### src/rtl/arb_mux.sv
// rtl/arb_mux.sv - N-channel fixed/round-robin arbiter feeding a single-entry output register
// Optional transfer counter enabled by defining ARB_MUX_STATS_EN.
module arb_mux #(
    parameter  int WIDTH  = 8,
    parameter  int NUM_CH = 4,
    localparam int SEL_W  = $clog2(NUM_CH)
) (
    input  logic                    clk,
    input  logic                    rst_n,
    input  logic [NUM_CH*WIDTH-1:0] in_data,
    input  logic [NUM_CH-1:0]       in_valid,
    output logic [NUM_CH-1:0]       in_ready,
    input  logic                    mode,
    input  logic [SEL_W-1:0]        sel,
    output logic [WIDTH-1:0]        out_data,
    output logic                    out_valid,
    input  logic                    out_ready,
    output logic [SEL_W-1:0]        out_ch
`ifdef ARB_MUX_STATS_EN
    ,
    input  logic                    clr_cnt,
    output logic [15:0]             xfer_cnt
`endif
);

    typedef enum logic {S_EMPTY, S_FULL} state_e;

    state_e             state_q, state_d;
    logic [WIDTH-1:0]   data_q, data_d;
    logic [SEL_W-1:0]   ch_q, ch_d;
    logic [SEL_W-1:0]   last_q, last_d;

    logic [WIDTH-1:0]   ch_data [NUM_CH];
    logic               slot_free;
    logic               win_valid;
    logic [SEL_W-1:0]   win_idx;
    logic [SEL_W-1:0]   cand;

    for (genvar g = 0; g < NUM_CH; g++) begin : g_split
        assign ch_data[g] = in_data[g*WIDTH +: WIDTH];
    end

    assign slot_free = (state_q == S_EMPTY) || out_ready;

    // Round-robin scans last_q+1 upward with wrap, so last_q itself is tried last.
    always_comb begin
        win_valid = 1'b0;
        win_idx   = '0;
        cand      = '0;
        if (!mode) begin
            if (int'(sel) < NUM_CH) begin
                if (in_valid[sel]) begin
                    win_valid = 1'b1;
                    win_idx   = sel;
                end
            end
        end else begin
            for (int k = 1; k <= NUM_CH; k++) begin
                cand = SEL_W'((int'(last_q) + k) % NUM_CH);
                if (!win_valid && in_valid[cand]) begin
                    win_valid = 1'b1;
                    win_idx   = cand;
                end
            end
        end
    end

    // Gated by rst_n so no channel sees ready while reset is held.
    always_comb begin
        in_ready = '0;
        if (rst_n && slot_free && win_valid) begin
            in_ready[win_idx] = 1'b1;
        end
    end

    always_comb begin
        state_d = state_q;
        data_d  = data_q;
        ch_d    = ch_q;
        last_d  = last_q;
        if (slot_free) begin
            if (win_valid) begin
                state_d = S_FULL;
                data_d  = ch_data[win_idx];
                ch_d    = win_idx;
                last_d  = win_idx;
            end else begin
                state_d = S_EMPTY;
            end
        end
    end

    always_ff @(posedge clk or negedge rst_n) begin
        if (!rst_n) begin
            state_q <= S_EMPTY;
            data_q  <= '0;
            ch_q    <= '0;
            last_q  <= SEL_W'(NUM_CH - 1);
        end else begin
            state_q <= state_d;
            data_q  <= data_d;
            ch_q    <= ch_d;
            last_q  <= last_d;
        end
    end

    assign out_valid = (state_q == S_FULL);
    assign out_data  = data_q;
    assign out_ch    = ch_q;

`ifdef ARB_MUX_STATS_EN
    logic [15:0] cnt_q, cnt_d;

    // Clear wins over a same-cycle increment; count sticks at all-ones.
    always_comb begin
        cnt_d = cnt_q;
        if (clr_cnt) begin
            cnt_d = '0;
        end else if (out_valid && out_ready && (cnt_q != 16'hFFFF)) begin
            cnt_d = cnt_q + 16'd1;
        end
    end

    always_ff @(posedge clk or negedge rst_n) begin
        if (!rst_n) begin
            cnt_q <= '0;
        end else begin
            cnt_q <= cnt_d;
        end
    end

    assign xfer_cnt = cnt_q;
`endif

endmodule

### config.mk
export PLATFORM = sky130hd
export DESIGN_NAME = arb_mux
export DESIGN_NICKNAME = d
export VERILOG_FILES = /design/src/rtl/arb_mux.sv
export SDC_FILE = /design/constraint.sdc
export NUM_CORES = 1
export LEC_CHECK = 0
export CAP_MARGIN = 0
export CORE_ASPECT_RATIO = 1.75
export CORE_UTILIZATION = 34
export CTS_BUF_LIST = sky130_fd_sc_hd__clkbuf_4 sky130_fd_sc_hd__clkbuf_8
export DETAILED_ROUTE_END_ITERATION = 7
export GPL_TIMING_DRIVEN = 0
export MAX_ROUTING_LAYER = met4
export PLACE_DENSITY = 0.78
export SLEW_MARGIN = 20
export SYNTH_ARGS = -nofsm -noshare
export SYNTH_HDL_FRONTEND = slang
export SYNTH_SLANG_ARGS = --single-unit
### constraint.sdc
create_clock -name clk -period 2.3 [get_ports clk]
set_clock_uncertainty 0.05 [all_clocks]
set_input_delay 0.575 -clock clk [delete_from_list [all_inputs] [get_ports clk]]
set_output_delay 0.575 -clock clk [all_outputs]
set_load 0.01 [all_outputs]
Yosys cells after proc, flatten, opt, wreduce, memory -nomap -nowiden
Index checks and enable logic that the tools add are counted.
{"block": "totals", "regBits": 13, "out_inout_bits": 15}
{"block": "op_classes", "add_sub_neg": 4, "n_lt_le_gt_ge": 8, "mux": 32, "n_bitwise": 2, "reduce_logical": 11}
{"operator": "2-bit by 3-bit less-than comparator with 1-bit output (second input constant)", "count": 6}
{"operator": "8-bit binary-select mux with 2-bit select", "count": 1}
{"operator": "1-bit two-way mux", "count": 16}
{"operator": "8-bit two-way mux", "count": 2}
{"operator": "2-bit two-way mux", "count": 6}
{"operator": "1-bit binary-select mux with 2-bit select", "count": 5}
{"operator": "1-bit logical AND", "count": 6}
{"operator": "2-bit by 1-bit adder with 2-bit output (second input constant)", "count": 2}
{"operator": "2-bit adder (second input constant)", "count": 2}
{"operator": "4-bit two-way mux", "count": 1}
{"operator": "3-bit greater-or-equal comparator (second input constant)", "count": 1}
{"operator": "1-bit zero test", "count": 3}
{"operator": "2-bit NOT with 3-bit output", "count": 1}
{"operator": "1-bit demux with 2-bit select", "count": 1}
{"operator": "2-bit by 1-bit greater-or-equal comparator with 1-bit output (second input constant)", "count": 1}
{"operator": "2-bit AND reduction", "count": 1}
{"operator": "1-bit logical OR", "count": 1}
{"operator": "1-bit NOT", "count": 1}

Logic depth before layout (Yosys ltp)
Gate-level depths: netlist of the first run.
{"block": "depth", "word_depth": 22, "mapped_depth": 8, "depth_no_buf": 5}

Worst setup path before layout of the first run
OpenSTA, ideal clock, no wires.
{"block": "synth_path", "path_kind": "input-to-output", "start": "input in_valid[0]", "end": "output in_ready[0]", "t_arrival_ps": 1752, "setup_slack_ps": -77, "path_stages": 6, "n_path_buf": 1, "cell_sequence": "o41ai_1 o221a_2 nor2b_2 buf_6 and2_4 and3_1"}
{"block": "synth_via", "elab_chain_cells": 21, "elab_cells_between_ends": 38, "classes_between": "2 x order compare; 28 x mux; 8 x reduce/logical"}
{"element": "start: declaration", "line": "11", "source": "input logic [NUM_CH-1:0] in_valid,"}
{"element": "1-bit binary-select mux with 2-bit select", "line": "60", "source": "if (!win_valid && in_valid[cand]) begin"}
{"element": "1-bit two-way mux (implied by the code)", "line": "60"}
{"element": "1-bit two-way mux", "line": "60"}
{"element": "1-bit two-way mux", "line": "50", "source": "if (!mode) begin"}
{"element": "1-bit zero test", "line": "60"}
{"element": "1-bit logical AND", "line": "60"}
{"element": "1-bit two-way mux", "line": "60"}
{"element": "1-bit two-way mux", "line": "50"}
{"element": "[... 5 more ...]"}
{"element": "1-bit logical AND", "line": "60"}
{"element": "2-bit two-way mux", "line": "60"}
{"element": "2-bit two-way mux", "line": "50"}
{"element": "2-bit by 3-bit less-than comparator with 1-bit output (implied by the code) or 2-bit by 1-bit greater-or-equal comparator with 1-bit output (tied branches)", "line": "72", "source": "in_ready[win_idx] = 1'b1;"}
{"element": "1-bit logical AND (implied by the code)", "line": "72"}
{"element": "1-bit two-way mux (implied by the code)", "line": "72"}
{"element": "1-bit demux with 2-bit select", "line": "72"}
{"element": "4-bit two-way mux (*)", "line": "71", "source": "if (rst_n && slot_free && win_valid) begin"}
{"element": "end: declaration", "line": "12", "source": "output logic [NUM_CH-1:0] in_ready,"}
Every way passes the cells marked *; elsewhere a longest branch is shown, timed or not. The select of a mux whose other input is x is not followed.

Worst setup path after layout of the first run
{"block": "layout_path", "start": "input in_valid[2]", "end": "output in_ready[1]"}
Same word-level chain as after synthesis.

==> results of run 1 <==
[worst max-delay path: cells and delay by family]
kind | cells | cell delay, ps
compound gates | 3 | 700
buf+inv | 4 | 490
simple gates | 1 | 180
[Yosys cell counts]
master / number
mux2i_1: 19
dfrtp_1: 11
nand2_1: 11
nor2_1: 8
o221ai_1: 8
buf_6: 3
nand2b_1: 3
and3_1: 2
dfstp_2: 2
inv_1: 2
o21a_1: 2
a211oi_1: 1
a221oi_4: 1
a41oi_1: 1
and2_4: 1
and2b_1: 1
buf_4: 1
clkbuf_1: 1
nand2_2: 1
nand3_1: 1
nand3b_1: 1
nor2b_2: 1
o211ai_1: 1
o21ai_0: 1
o21ai_1: 1
o221a_2: 1
o22ai_1: 1
o32ai_1: 1
o41a_1: 1
o41ai_1: 1
or2_2: 1
or2b_1: 1
[final cells by class]
cell class,instances,area (um^2)
clock inverter,1,5.005
buffer,4,50.05
inverter,2,7.507
fill,220,774.5
multi-input combinational,72,616.8
timing repair buffer,72,666.9
tap,26,32.53
sequential,13,327.8
clock buffer,3,41.29
[per-layer routing]
layer	vias to the layer above	share of wire (%)	global-route usage [%]
met5	-	0	-
met4	0	5.3	15.77
met3	16	4.9	4.075
met2	53	58	44.79
met1	498	32	23.64
li1	499	-	-
[flip-flops by register name, indices dropped and copies added, names as in the netlist]
signal,count
last_q,2
out_ch,2
out_data,8
out_valid,1
[kinds of logic (layout without fill, tap and decap cells)]
family	count (synthesis)	after routing
AND/OR/NAND/NOR	32	32
multiplexers	19	19
AO/OA/AOI/OAI	21	21
flip-flops	13	13
buffers and inverters	7	82
[cell usage in the layout, fill, tap and decap left out, types with 2 or more instances in the layout]
| cell | n |
|---|---|
| clkdlybuf4s50_1 | 44 |
| buf_4 | 18 |
| mux2i_1 | 17 |
| nand2_1 | 11 |
| dfrtp_1 | 11 |
| nor2_1 | 8 |
| o221ai_1 | 8 |
| buf_6 | 6 |
| buf_2 | 5 |
| clkbuf_8 | 3 |
| inv_1 | 2 |
| o21ai_1 | 2 |
| buf_12 | 2 |
| nand2b_1 | 2 |
| and3_4 | 2 |
| o21a_1 | 2 |
| dfstp_2 | 2 |
[worst max-delay path by stage]
stage	cells after the start	end	slack, ps
after floorplan	6	in_ready[0]	-2
after global placement	9	in_ready[3]	-1160
after detailed placement	9	in_ready[2]	-1220
after CTS	8	in_ready[1]	-250
after global routing	8	in_ready[2]	-300
final	8	in_ready[1]	-270
[power groups by stage]
| stage | Sequential [mW] | Combinational, mW | Clock [mW] |
|---|---|---|---|
| 2_1_floorplan | 0.364 | 0.224 | 0 |
| 3_3_place_gp | 0.339 | 0.493 | 0 |
| 3_5_place_dp | 0.341 | 0.506 | 0 |
| 4_1_cts | 0.340 | 0.588 | 0.213 |
| 5_1_grt | 0.351 | 0.641 | 0.226 |
| 6_report | 0.342 | 0.600 | 0.213 |
[repair_timing]
action	4_1_cts	5_1_grt
hold buffers	0	0
setup endpoints to repair	14	4
resized for setup	72	3
buffers inserted	15	1
pin swaps	10	6
[stage by stage]
stage / power, mW / util, % / instance area [um^2] / TNS [ps]
floorplan: 0.5884 / - / 940.9 / -3.769
global placement: 0.8314 / 60.81 / 1534 / -7878
detailed placement: 0.8468 / 60.81 / 1534 / -8781
CTS: 1.142 / 68.55 / 1729 / -899.2
global route: 1.218 / 69.30 / 1748 / -1196
finish: 1.155 / 69.30 / 1748 / -975.0
==> summary.md, run 1 <==
| Metric | Value |
|---|---|
| Status | `finished, violations left` |
| Failing checks | `setup timing` |
| # setup viols final | `4` |
| Mean post-synth cell area | `10.02 um^2` |
| Reg2reg start | `last_q[0]$_DFFE_PN1P_` |
| Mux cell area share after synthesis | `20.62%` |
| Crit-path max FO | `4` |
| RSZ-0062 raised after global routing | `yes` |
| Yosys warns | `0` |
| IO buf count | `56` |
| Synthesized area | `922.1 um^2` |
| Relative slew margins | `52.11%` |
| Clk buf depth | `2` |
| Net Switching | `379.4 uW` |
| Largest net degree at the start of global routing | `17` |
| Top Ports | `57` |
| Yosys reg bits | `13` |
| Sw Share | `32.85%` |
| Drt drc | `0` |
| Synth area leader | `dfrtp_1` |
| Antenna diodes | `0` |
| Worst Reg-to-Reg Cells | `9` |
| Grt ovf | `0` |
| Die X | `41.37 um` |
| Initial antenna violation count | `0` |
| Crit path required time | `1670 ps` |
| Clock Tree Root | `clkbuf_8` |
| PwrDens | `660.8 mW/mm^2` |
| Synth top area cells | `dfrtp_1 (30%), mux2i_1 (21%), o221ai_1 (7.6%)` |
| Crit-path cells | `buf_12 -> o41ai_4 -> buf_4 -> a211oi_2 -> a221oi_4 -> inv_1 -> and3_4 -> buf_6` |
| Startpoint Class | `input port` |
| Placed Cells | `174` |
| Reg clk slew, reported paths | `60 ps` |
| Vias in the first global route | `1093` |
| Power share of the combinational group | `52.0%` |
| Gpl congestion | `0.7478` |
| Drt via density | `5.523` |
| TritonCTS Buffers | `3` |
| Final HPWL DP | `2271 um` |
| MaxCap Viol Count | `0` |
| CTS Sinks | `13` |
| CTS tree | `built` |
| Final hold slack | `431.3 ps` |
| Share of the synthesized area in the top cell type | `29.85%` |
| Crit path DAT | `1940 ps` |
| Maximum vdd ir drop | `457.6 uV` |
| Wire per inst | `17.17 um` |
| Compound-Gate Fraction of Synth Area | `20.76%` |
| Initial Utilization | `36.56%` |
| R2R Setup Slk | `110 ps` |
| CP Capture Type | `primary output` |
| Seq pwr share | `29.6%` |
| Cell Count, Final, Fillers Out | `193` |
| Max frequency | `0.3893 GHz` |
| Fin. Hold Viols | `0` |
| Die Y | `70.89 um` |
| Nets@finish | `210` |
| Fin crit share | `111.7%` |
| Total die area | `0.002932 mm^2` |
| Leak pwr | `0.8024 nW` |
| Setup CP Type | `input port to primary output` |
| Worst path max stage delay | `390 ps` |
| Synth Area in Adders | `0%` |
| Tmin final | `2569 ps` |
| Hold WC Path Type | `input port to async pin` |
| Clock Power Share | `18.4%` |
| First-pass GRT wire length | `4940 um` |
| Cell variety after synth | `32` |
| Total GRT Usage | `25.88%` |
| Internal cell power | `775.5 uW` |
| Worst path slowest cell | `o41ai_4` |
| Largest family of logic cells by synthesized area | `compound AO/OA/AOI/OAI gates` |
| Core area | `0.002522 mm^2` |
| ANT nets after route | `0` |
| Via count | `1066` |
| Routed wire length | `3313 um` |
| Post-layout worst setup margin | `-269.0 ps` |
| Synth Area in Simple Gates | `17.37%` |
| CP Launch Point | `in_valid[2]` |
| Tightest Pin Transition | `718.4 ps` |
| Slew Viols, Final | `0` |
| Pre-CTS WS | `-1216 ps` |
| Syn_nets | `134` |
| Register area share after synthesis | `35.55%` |
| Share of cells above drive strength 1 | `30.54%` |
| Detailed Route Iter0 Violations | `15` |
| H-tree depth | `1` |
| Drt first pass iters | `4` |
| Later-pin clock latency in the skew report | `250 ps` |
| Rows | `24` |
| Syn Inst Count | `92` |
| R2r endpoint | `out_data[4]$_DFFE_PN0P_` |
| Area growth, synth to finish | `89.55%` |
| Xor/xnor cell area share of the yosys netlist | `0%` |
No activity file was read; power rests on OpenSTA's default activity.
==> run 2: changes to the inputs <==
ABC_CLOCK_PERIOD_IN_PS = 2300   (was default)
==> results of run 2 <==
Same layout as run 1: the final DEF is identical, and so are final timing and power.
